$ cat config.mk
export PLATFORM = sky130hd
export DESIGN_NAME = bus_xfer_sequencer
export DESIGN_NICKNAME = d
export VERILOG_FILES = /design/src/rtl/bus_xfer_sequencer.sv
export SDC_FILE = /design/constraint.sdc
export NUM_CORES = 1
export LEC_CHECK = 0
export CAP_MARGIN = 5
export CORE_UTILIZATION = 45
export DETAILED_ROUTE_END_ITERATION = 8
export DONT_BUFFER_PORTS = 1
export PLACE_DENSITY = 0.62
export RECOVER_POWER = 50
export SYNTH_ARGS = -nofsm -noshare
export SYNTH_HDL_FRONTEND = slang
export SYNTH_SLANG_ARGS = --single-unit
$ cat constraint.sdc
create_clock -name clock -period 2.5 [get_ports clock]
set_input_delay 0.25 -clock clock [delete_from_list [all_inputs] [get_ports clock]]
set_output_delay 0.25 -clock clock [all_outputs]
set_load 0.02 [all_outputs]
$ cat src/rtl/bus_xfer_sequencer.sv
// Bus transfer sequencer: queues (source, destination) register-transfer requests and
// replays each one as a one-cycle bus-settle phase followed by a load phase.
//  state   | meaning
//  S_IDLE  | no transfer in flight, waiting for a queued request
//  S_DRIVE | source strobe driven, bus settling
//  S_LATCH | source held, destination load strobe asserted
module bus_xfer_sequencer #(
  parameter int DEPTH = 4,
  parameter int NSRC  = 24,
  parameter int NDST  = 24
) (
  input  logic            clock,
  input  logic            clear,
  input  logic            req_valid,
  output logic            req_ready,
  input  logic [4:0]      req_src,
  input  logic [4:0]      req_dst,
  output logic [NSRC-1:0] src_out,
  output logic [NDST-1:0] dst_in,
  output logic            xfer_done,
  output logic            busy,
  output logic            err_illegal
);

  localparam int AW = $clog2(DEPTH);
  localparam logic [1:0] S_IDLE  = 2'd0;
  localparam logic [1:0] S_DRIVE = 2'd1;
  localparam logic [1:0] S_LATCH = 2'd2;

  logic [9:0]      r_mem [DEPTH];
  logic [AW-1:0]   r_wptr;
  logic [AW-1:0]   r_rptr;
  logic [AW:0]     r_count;
  logic [1:0]      r_state;
  logic [4:0]      r_cur_src;
  logic [4:0]      r_cur_dst;
  logic [NSRC-1:0] r_src_out;
  logic [NDST-1:0] r_dst_in;
  logic            r_done;
  logic            r_err;

  logic            w_accept;
  logic            w_illegal;
  logic            w_push;
  logic            w_pop;
  logic [9:0]      w_head;
  logic [NSRC-1:0] w_src_dec;
  logic [NDST-1:0] w_dst_dec;

  assign req_ready = (r_count != (AW+1)'(DEPTH));
  assign w_accept  = req_valid & req_ready;
  assign w_illegal = (req_src >= 5'(NSRC)) | (req_dst >= 5'(NDST));
  assign w_push    = w_accept & ~w_illegal;
  assign w_pop     = ((r_state == S_IDLE) | (r_state == S_LATCH)) & (r_count != '0);
  assign w_head    = r_mem[r_rptr];
  assign w_src_dec = NSRC'(1) << r_cur_src;
  assign w_dst_dec = NDST'(1) << r_cur_dst;

  // Storage needs no reset: entries are only read when the count says they are valid.
  always_ff @(posedge clock) begin
    if (w_push) r_mem[r_wptr] <= {req_src, req_dst};
  end

  always_ff @(posedge clock or negedge clear) begin
    if (!clear) begin
      r_wptr  <= '0;
      r_rptr  <= '0;
      r_count <= '0;
      r_err   <= 1'b0;
    end else begin
      if (w_push) r_wptr <= r_wptr + 1'b1;
      if (w_pop)  r_rptr <= r_rptr + 1'b1;
      case ({w_push, w_pop})
        2'b10:   r_count <= r_count + 1'b1;
        2'b01:   r_count <= r_count - 1'b1;
        default: r_count <= r_count;
      endcase
      if (w_accept & w_illegal) r_err <= 1'b1;
    end
  end

  always_ff @(posedge clock or negedge clear) begin
    if (!clear) begin
      r_state   <= S_IDLE;
      r_cur_src <= '0;
      r_cur_dst <= '0;
    end else begin
      case (r_state)
        S_IDLE: begin
          if (w_pop) begin
            r_state   <= S_DRIVE;
            r_cur_src <= w_head[9:5];
            r_cur_dst <= w_head[4:0];
          end
        end
        S_DRIVE: r_state <= S_LATCH;
        S_LATCH: begin
          if (w_pop) begin
            r_state   <= S_DRIVE;
            r_cur_src <= w_head[9:5];
            r_cur_dst <= w_head[4:0];
          end else begin
            r_state <= S_IDLE;
          end
        end
        default: r_state <= S_IDLE;
      endcase
    end
  end

  // Strobes are a register stage behind the state so they come straight off flops.
  always_ff @(posedge clock or negedge clear) begin
    if (!clear) begin
      r_src_out <= '0;
      r_dst_in  <= '0;
      r_done    <= 1'b0;
    end else begin
      r_src_out <= ((r_state == S_DRIVE) | (r_state == S_LATCH)) ? w_src_dec : '0;
      r_dst_in  <= (r_state == S_LATCH) ? w_dst_dec : '0;
      r_done    <= (r_state == S_LATCH);
    end
  end

  assign src_out     = r_src_out;
  assign dst_in      = r_dst_in;
  assign xfer_done   = r_done;
  assign err_illegal = r_err;
  assign busy        = (r_count != '0) | (r_state != S_IDLE) | r_done;

endmodule

Word-level counts from Yosys, hierarchy flattened
Memory sizes are Yosys's and may differ from the RTL's. A register that Yosys moved wholly into a read port is not among the register bits.
Index checks and enable logic that the tools add are counted.

operators by class
  magnitude comparators = 2
  $add $sub $neg = 4
  shift operators = 2
  reduce and logical (&&, ||, !) cells = 7
  bitwise operators = 10
  multiplexer cells = 8
  equal/unequal tests = 6

operator list
  operator                                                            number
  24-bit two-way mux                                                  2
  1-bit by 5-bit << shifter with 24-bit output, first input constant  2
  5-bit greater-or-equal comparator, second input constant            2
  2-bit one-hot mux with 3 select lines                               1
  3-bit one-hot mux with 2 select lines                               1
  1-bit bitwise OR                                                    5
  2-bit by 1-bit adder with 2-bit output, second input constant       2
  1-bit AND                                                           4
  2-bit by 1-bit == test with 1-bit output, second input constant     2
  2-bit == test, second input constant                                2
  2-bit nonzero test                                                  2
  3-bit by 1-bit adder with 3-bit output, second input constant       1
  1-bit two-way mux                                                   3
  3-bit inequality test, second input constant                        1
  3-bit nonzero test                                                  1
  3-bit by 1-bit subtractor with 3-bit output, second input constant  1
  2-bit zero test                                                     1
  2-bit two-way mux                                                   1
  2-bit inequality test, second input constant                        1
  2-bit AND reduction                                                 1
  2-bit OR reduction                                                  1
  1-bit zero test                                                     1
  1-bit NOT                                                           1

word-level totals
  flip-flop bits (word level) = 59
  output and inout bits = 52
  logic and storage cells = 48
  memory bits (writable) = 40
  memories kept = 1
  input port bits = 13

memory list
  memory  words  width  read ports  clocked after memory_dff  write ports  RTL line  RTL
  r_mem   4      10     1           1                         1            30        logic [9:0] r_mem [DEPTH];

Depth between registers and ports, before layout
Gate-level depths: netlist (run 1).

  depth in word-level cells = 6
  mapped depth = 11
  depth with buffers taken out = 10

Worst setup path before layout (run 1)
Ideal clock, no wire load.

  path type = register to register
  from = register r_count[0]
  to = register r_count[2]
  slack = 0.264 ns
  library setup time = 0.079 ns
  data arrival time = 2.157 ns
  buffers on the path = 1
  required time = 2.421 ns
  clock period less this slack = 2.236 ns
  cell stages (with the launch flop) = 11
  cells stage by stage = dfrtp_1 -> or3b_4 -> and3_1 -> buf_2 -> inv_1 -> ha_1 -> inv_1 -> fa_1 -> xor2_1 -> nor2_1 -> xor2_1

between the ends
  longest elaborated chain between the ends = 5
  elaborated cells on any way between the ends = 11
  classes of those cells = add/sub: 2; eq/ne: 3; mux: 1; bitwise: 3; reduce/logical: 2

ends and longest elaborated chain
  item                                                                         RTL line  RTL
  from (decl)                                                                  33        logic [AW:0] r_count;
  from (signal assigned)                                                       74        2'b10: r_count <= r_count + 1'b1;
  from (signal assigned)                                                       75        2'b01: r_count <= r_count - 1'b1;
  from (signal assigned)                                                       76        default: r_count <= r_count;
  3-bit inequality test *                                                      50        assign req_ready = (r_count != (AW+1)'(DEPTH));
  via req_ready                                                                15        output logic req_ready,
  1-bit AND *                                                                  51        assign w_accept = req_valid & req_ready;
  1-bit AND *                                                                  53        assign w_push = w_accept & ~w_illegal;
  2-bit by 1-bit == test with 1-bit output or 2-bit == test (tied branches)    73        case ({w_push, w_pop})
  3-bit one-hot mux with 2 select lines or 2-bit nonzero test (tied branches)  n/a

Mark *: on every way through the listed nets, which the timed path passes. The rest lies on a longest branch.
A chain may end at the register's enable or synchronous reset.

Worst setup path in the final report (run 1)
  from = register r_count[1]
  to = register r_count[2]

Same word-level chain as after synthesis.

==> metrics.md, run 1 <==
| Metric | Value |
|---|---|
| Number of H-tree levels | `3` |
| Num Clock Sinks | `around 110` |
| TritonCTS clock tree | `built` |
| Synth Instances | `255` |
| Root Buffer | `clkbuf_8` |
| Sw Ratio | `approximately a third` |
| Synth Area per Inst | `15.67 um2` |
| # setup viols final | `0` |
| 1st-pass router iterations | `4` |
| Tightest Hold Check Type | `in2reg` |
| Clk Latency, worst-skew pair | `about 360 ps` |
| Buffers on Ports | `0` |
| Proportion of synthesized flip-flops having asynchronous set or reset | `63.30%` |
| Antenna viol nets, final | `0` |
| Starting density of the core | `~46%` |
| Arr. time, crit path | `around 2600 ps` |
| Fmax | `around 0.43 GHz` |
| Cts bufs inserted | `9` |
| Antenna Cells | `0` |
| Syn Std Cell Area | `~4000 um2` |
| Vias in the first global route | `between 1500 and 2000` |
| CP startpoint kind | `flop` |
| Reg power frac | `51.0%` |
| Final min period | `about 2300 ps` |
| First DRT Iteration DRCs | `40` |
| Post-synthesis sequential area ratio | `between 70% and 80%` |
| WS Path Type | `reg2reg` |
| Status | `complete, but fails checks` |
| CP cell instances | `or3b_4 -> and3_1 -> inv_1 -> ha_1 -> inv_1 -> fa_1 -> xor2_1 -> nor2_1 -> xor2_1` |
| Residual DRC | `0` |
| Switch Pwr | `about 0.0016 W` |
| Routed len/inst | `~16 um` |
| Total power draw | `between 0.004 and 0.005 W` |
| Die width | `96.24 um` |
| Post-Route WL | `6.296 mm` |
| Deepest clock path buffer count | `2` |
| Fin Clk Skew | `approximately 7.5 ps` |
| GRT Util Overall | `14.97%` |
| Fill count | `between 700 and 800` |
| Global-route wire length before repair | `around 9.8 mm` |
| Slew @ Worst Pin | `between 1500 and 2000 ps` |
| Worst r2r src | `r_count[1]` |
| CP required | `approximately 2800 ps` |
| Via density | `between 4 and 5` |
| Crit end category | `flop` |
| Die Ht | `~96 um` |
| Synth top area cells | `dfrtp_1, edfxtp_1, mux4_2` |
| CP max stage delay | `roughly 460 ps` |
| Cell row count | `34` |
| Layout cells sized above 1 | `between 10% and 20%` |
| CORE AREA | `~8700 um2` |
| Clock Power Share | `19.9%` |
| Final Core Density | `approximately 51%` |
| Syn nets | `roughly 280` |
| Final hold violations | `0` |
| Reg-to-reg setup timing slack | `approximately 170 ps` |
| Slew margin rel. | `-9.427%` |
| Comb pwr share | `between 20% and 30%` |
| Yosys cell types | `33` |
| Final non-filler cell area | `roughly 4400 um2` |
| Nets | `between 200 and 300` |
| Overflow after GRT | `0` |
| Register bit total from synthesis | `109` |
| Yosys warning total | `0` |
| Leading area contributor after synthesis | `dfrtp_1` |
| Setup_tns | `0 ps` |
| Failing checks | `max-capacitance violations, max-slew violations` |
| Post-DP HPWL | `a little over 4 mm` |
| Post-synth top area share | `43.21%` |
| Maximum Capacitance Violations | `1` |
| Power per cell area | `about 1100 nW/um2` |
| Pins Over Slew Limit | `70` |
| Vias | `approximately 1900` |
| Largest net degree at the start of global routing | `70` |
| Worst-path clk slew | `around 100 ps` |
| RSZ-0062 raised after global routing | `false` |
| Beginning of the critical path | `r_count[1]` |
| Initial antenna violation count | `0` |
| Number of synthesized flops with an enable pin | `40` |
| VDD IR max | `roughly 0.42 mV` |
| Ports | `between 60 and 70` |
| Worst-path fanout max | `7` |
| Slowest-stage cell, CP | `or3b_4` |
| Full die area | `9261 um2` |
| Crit share post-route | `between 90 and 100%` |
| Worst hold start | `req_valid` |
| DP Area | `roughly 4100 um2` |
| GPL Wtd Cong | `~0.70` |
| Synth-to-Final Area Change | `10.90%` |
| Int Pwr | `around 0.0032 W` |
| Ys flop type | `dfrtp_1` |
| Gates resized, CTS repair | `0` |
| Leakage power | `between 1.5 and 2 nW` |
worst max-delay path: cells and delay by family, from the launching register on:
| kind | cells | cell delay (ps) |
|---|---|---|
| fa+ha+maj | 2 | 540 |
| simple gates | 3 | 840 |
| buf+inv | 2 | 150 |
| flops | 1 | 420 |
| xor+xnor | 2 | 310 |
flip-flops by register name, summed over array words and instances, names as in the netlist:
| name | flops |
|---|---|
| src_out | 24 |
| r_cur_src | 5 |
| r_mem | 40 |
| xfer_done | 1 |
| r_wptr | 2 |
| err_illegal | 1 |
| r_rptr | 2 |
| r_cur_dst | 5 |
| r_state | 2 |
| r_count | 3 |
| dst_in | 24 |
logic make-up (layout without fill, tap and decap cells):
group	Yosys count	in the layout	share of synthesized area (%)
flip-flops	109	109	73.26
AND/OR/NAND/NOR	86	86	10.02
multiplexers	24	24	9.612
buffers and inverters	16	42	1.660
adder cells (fa/ha/maj)	10	10	3.319
XOR/XNOR	6	6	1.315
AO/OA/AOI/OAI	4	4	0.8142
routing by layer:
| metal | vias to the layer above | wire (um) | GRT usage [%] |
|---|---|---|---|
| li1 | 916 | - | - |
| met1 | 948 | 2916 | 20.07 |
| met2 | 62 | 2821 | 22.10 |
| met3 | 11 | 423 | 4.028 |
| met4 | 0 | 135 | 8.209 |
| met5 | - | 0 | 0 |
per-stage QoR:
| step | setup WS [ps] | instances | hold WS, ps |
|---|---|---|---|
| detailed placement | 176.2 | 361 | -43.98 |
| CTS | 146.7 | 389 | 11.13 |
| global route | 63.20 | 389 | 48.89 |
| floorplan | 264.2 | 255 | -45.59 |
| finish | 166.7 | 389 | 27.58 |
| global placement | 244.0 | 361 | -43.16 |
synth_stat cells, types with 2 or more instances:
library cell,n
dfrtp_1,69
nor2_1,52
edfxtp_1,40
mux2_2,11
inv_1,10
mux4_2,10
ha_1,9
nand2_1,8
nand2b_1,5
and2_1,4
clkbuf_1,3
nand3_1,3
or2_2,3
xnor2_1,3
xor2_1,3
buf_2,2
mux2i_1,2
nand4b_1,2
nor2b_1,2
what timing repair did:
action                    4_1_cts  5_1_grt
hold buffers                   12        0
buffers inserted                0        0
hold endpoints to repair      109        0
layout make-up:
type | instances | area, um2 | share of cell area, %
Clock inverter | 7 | 56.30 | 1.270
Tap cell | 108 | 135.1 | 3.049
Inverter | 10 | 37.54 | 0.8470
Sequential cell | 109 | 2928 | 66.06
Clock buffer | 9 | 123.9 | 2.795
Multi-Input combinational cell | 130 | 1010 | 22.78
Timing Repair Buffer | 16 | 141.4 | 3.190
path summary, 6_finish.rpt:
kind,endpoint,cells past startpoint
worst max-delay path,r_count[2],9
worst min register to register,r_count[2],1
worst max register to register,r_count[2],9
max in group asynchronous,src_out[22],2
worst min-delay path,err_illegal,2
min in group asynchronous,dst_in[22],2
power groups by stage:
stage | clock [W] | sequential, W | combinational [W]
after floorplan | 0 | 0.00245 | 0.00113
after global placement | 0 | 0.00252 | 0.00136
after detailed placement | 0 | 0.00253 | 0.00140
after CTS | 0.00101 | 0.00249 | 0.00145
after global routing | 0.00108 | 0.00254 | 0.00158
final | 0.000968 | 0.00248 | 0.00141
cell usage in the layout, fill, tap and decap left out:
master	n
inv_1	10
and3_1	1
or3b_4	1
mux2_2	11
a22oi_1	1
clkbuf_2	1
nand4b_1	2
clkinv_2	1
mux2i_1	2
dlygate4sd3_1	11
clkbuf_1	1
clkinv_4	2
clkinvlp_4	1
nor2_1	52
or3_1	1
nor3b_1	1
o21bai_1	1
clkbuf_8	9
a22o_1	1
ha_1	9
buf_4	3
xnor2_1	3
nand3_1	3
o32ai_2	1
nand2_1	8
mux4_2	10
dfrtp_1	69
inv_6	3
mux2_4	1
nand2b_1	5
nor2b_1	2
fa_1	1
nand4bb_1	1
nor3_1	1
and2_1	4
edfxtp_1	40
xor2_1	3
or2_2	3
nand3b_1	1
(Power assumes the default switching activity.)
==> inputs of run 2 (changes only) <==
--- a/config.mk
+++ b/config.mk
@@ -5,7 +5,9 @@
 export SDC_FILE = /design/constraint.sdc
 export NUM_CORES = 1
 export LEC_CHECK = 0
+export ABC_AREA = 1
 export CAP_MARGIN = 5
+export CORE_ASPECT_RATIO = 1.25
 export CORE_UTILIZATION = 45
 export DETAILED_ROUTE_END_ITERATION = 8
 export DONT_BUFFER_PORTS = 1
==> run 2 against run 1 <==
Net effect:
- the run ends with design-rule violations, max-capacitance violations, max-slew violations left
- power is 17% higher
- critical path depth increased by 1
- synthesized area rose by 10%
- via count grew 41%
- global-route usage up 1.6 points
- critical endpoint unchanged
- largest cell class unchanged
==> metrics.md, run 2 <==
| Metric | Value |
|---|---|
| CP cell instances | `inv_1 -> ha_1 -> nor2_1 -> a21oi_4 -> ha_1 -> inv_1 -> fa_1 -> nand2_1 -> nand3_1 -> xor2_1` |
| Buffers on Ports | `0` |
| Global-route wire length before repair | `12.88 mm` |
| Post-Route WL | `roughly 7.6 mm` |
| Biggest register | `r_mem` |
| CP required | `2730 ps` |
| Vias in the first global route | `between 2000 and 3000` |
| Tightest Hold Check Type | `in2reg` |
| Die width | `90.58 um` |
| Failing checks | `design-rule violations, max-capacitance violations, max-slew violations` |
| Pins Over Slew Limit | `70` |
| Register bit total from synthesis | `between 100 and 150` |
| Root Buffer | `clkbuf_16` |
| Starting density of the core | `between 40% and 50%` |
| Slew @ Worst Pin | `around 1600 ps` |
| Synth Area per Inst | `roughly 10 um2` |
| Largest register FFs | `40` |
| Status | `complete, but fails checks` |
| Yosys warning total | `0` |
| Syn nets | `453` |
| Die Ht | `around 110 um` |
| Synth Area in Simple Gates | `a little over a fifth` |
| Int Pwr | `0.003562 W` |
| Synth top area cells | `dfrtp_1, edfxtp_1, nand2_1` |
| Maximum Capacitance Violations | `1` |
| Fin Clk Skew | `9.184 ps` |
| Proportion of synthesized flip-flops having asynchronous set or reset | `~63%` |
| TritonCTS clock tree | `built` |
| Deepest clock path buffer count | `2` |
| Sw Ratio | `between 30% and 40%` |
| Gates resized, CTS repair | `0` |
| Slowest-stage cell, CP | `dfrtp_1` |
| Residual DRC | `1` |
| Synth Area in Compound Gates | `between 1 and 1.5%` |
| Mux cell area share after synthesis | `0%` |
| Post-synth top area share | `39.13%` |
| Post-synthesis sequential area ratio | `about two thirds` |
| First DRT Iteration DRCs | `69` |
| Top cells by count, synth | `nand2_1, dfrtp_1, inv_1` |
| Worst-path clk slew | `70 ps` |
| Most frequent cells in the layout | `nand2_1, inv_1, dfrtp_1, nor2_1, edfxtp_1` |
| Most common cell after layout, fill and taps aside | `nand2_1` |
| Cts bufs inserted | `9` |
| Number of H-tree levels | `3` |
| CP max stage delay | `400 ps` |
| Main combinational cell family by area after synthesis | `simple AND/OR/NAND/NOR gates` |
| VDD IR max | `approximately 0.46 mV` |
| Slew margin rel. | `-7.702%` |
| # setup viols final | `0` |
| Vias | `around 2700` |
| WS Path Type | `reg2reg` |
| Count leader, synth | `nand2_1` |
| Initial antenna violation count | `0` |
| Clk Latency, worst-skew pair | `about 340 ps` |
| Syn Std Cell Area | `4413 um2` |
| Post-DP HPWL | `5.001 mm` |
| Comb pwr share | `30.2%` |
| Overflow after GRT | `0` |
| Power per cell area | `about 1100 nW/um2` |
| Clock Power Share | `between 20% and 30%` |
| Num Clock Sinks | `109` |
| Via density | `between 4 and 5` |
| Fmax | `slightly below 0.5 GHz` |
| Reg power frac | `44.5%` |
| Yosys cell types | `22` |
| Leading area contributor after synthesis | `dfrtp_1` |
| Cell row count | `40` |
| Setup_tns | `0 ps` |
| Cts hold-fix bufs | `12` |
| Worst-path fanout max | `5` |
| Fill count | `about 860` |
| Antenna viol nets, final | `0` |
| Layout cells sized above 1 | `6.652%` |
| Final hold violations | `0` |
| Full die area | `roughly 10000 um2` |
| Synth-to-Final Area Change | `12.62%` |
| 1st-pass router iterations | `7` |
| Routed len/inst | `13.12 um` |
| Leakage power | `about 2.4 nW` |
| GRT Util Overall | `about 17%` |
| Synth Area in XOR/XNOR | `less than 1%` |
| Ys flop type | `dfrtp_1` |
| Reg-to-reg setup timing slack | `460 ps` |
| CORE AREA | `approximately 9600 um2` |
| CP startpoint kind | `flop` |
| GPL Wtd Cong | `between 0.7 and 0.8` |
| Arr. time, crit path | `roughly 2300 ps` |
| Final min period | `just over 2000 ps` |
| Crit share post-route | `roughly four fifths` |
| Nets | `about 470` |
| Number of synthesized flops with an enable pin | `40` |
| DP Area | `4546 um2` |
| Largest net degree at the start of global routing | `70` |
| Crit end category | `flop` |
| Synth Area in Adders | `3.005%` |
| Synth Instances | `430` |
| Ports | `65` |
| Antenna Cells | `0` |
| Final non-filler cell area | `between 4000 and 5000 um2` |
| RSZ-0062 raised after global routing | `false` |
| Switch Pwr | `around 0.0021 W` |
| Post-CTS setup buffer count | `0` |
[run 2: through the flow]
step	hold slack, ps	worst slack, ps	total power, W	cells	utilization, %
4_1_cts	36.85	438.9	0.005761	577	52.23
6_report	48.56	455.7	0.005700	577	51.99
2_1_floorplan	-45.59	401.3	0.003901	430	-
3_5_place_dp	-44.31	451.0	0.004259	549	47.55
3_3_place_gp	-44.43	532.9	0.004207	549	47.55
5_1_grt	48.87	282.2	0.006148	577	51.99
[run 2: worst max-delay path: cells and delay by family, from the launching register on]
kind	cells	cell delay [ps]
fa+ha+maj	3	820
xor+xnor	1	140
compound gates	1	130
simple gates	3	280
buf+inv	2	170
flops	1	400
[run 2: area by class of cell]
cell class,instances,area (um2),area share (%)
tap,126,157.7,3.172
inverter,70,262.8,5.287
clock buffer,12,256.5,5.161
clock inverter,4,52.55,1.057
timing repair buffer,19,167.7,3.374
sequential,109,2928,58.91
multi-input combinational,237,1145,23.04
[run 2: per-layer routing]
| layer | wire length [um] | share of wire [%] | GRT usage [%] | up-vias |
|---|---|---|---|---|
| li1 | - | - | - | 1379 |
| met1 | 3427 | 45 | 20.74 | 1278 |
| met2 | 3712 | 49 | 26.92 | 68 |
| met3 | 333 | 4.4 | 5.040 | 6 |
| met4 | 95 | 1.3 | 6.452 | 0 |
| met5 | 0 | 0 | 0 | - |
[run 2: worst paths after layout]
check                              from            to  depth (start not counted)
max                          r_state[0]    r_count[2]                         10
min                           req_valid   err_illegal                          2
max reg2reg                  r_state[0]    r_count[2]                         10
min reg2reg                r_cur_src[4]  r_cur_src[4]                          2
max in group asynchronous         clear    r_count[0]                          2
min in group asynchronous         clear     dst_in[6]                          2
[run 2: logic make-up after synthesis]
| logic type | after synthesis |
|---|---|
| compound gates | 7 |
| xor+xnor | 3 |
| fa+ha+maj | 10 |
| buf+inv | 84 |
| flops | 109 |
| simple gates | 217 |
[run 2: power groups by stage]
| stage | combinational (W) | clock [W] | sequential (W) |
|---|---|---|---|
| after floorplan | 0.00150 | 0 | 0.00240 |
| after global routing | 0.00201 | 0.00155 | 0.00258 |
| final | 0.00172 | 0.00144 | 0.00254 |
| after CTS | 0.00174 | 0.00148 | 0.00254 |
| after global placement | 0.00164 | 0 | 0.00257 |
| after detailed placement | 0.00168 | 0 | 0.00257 |
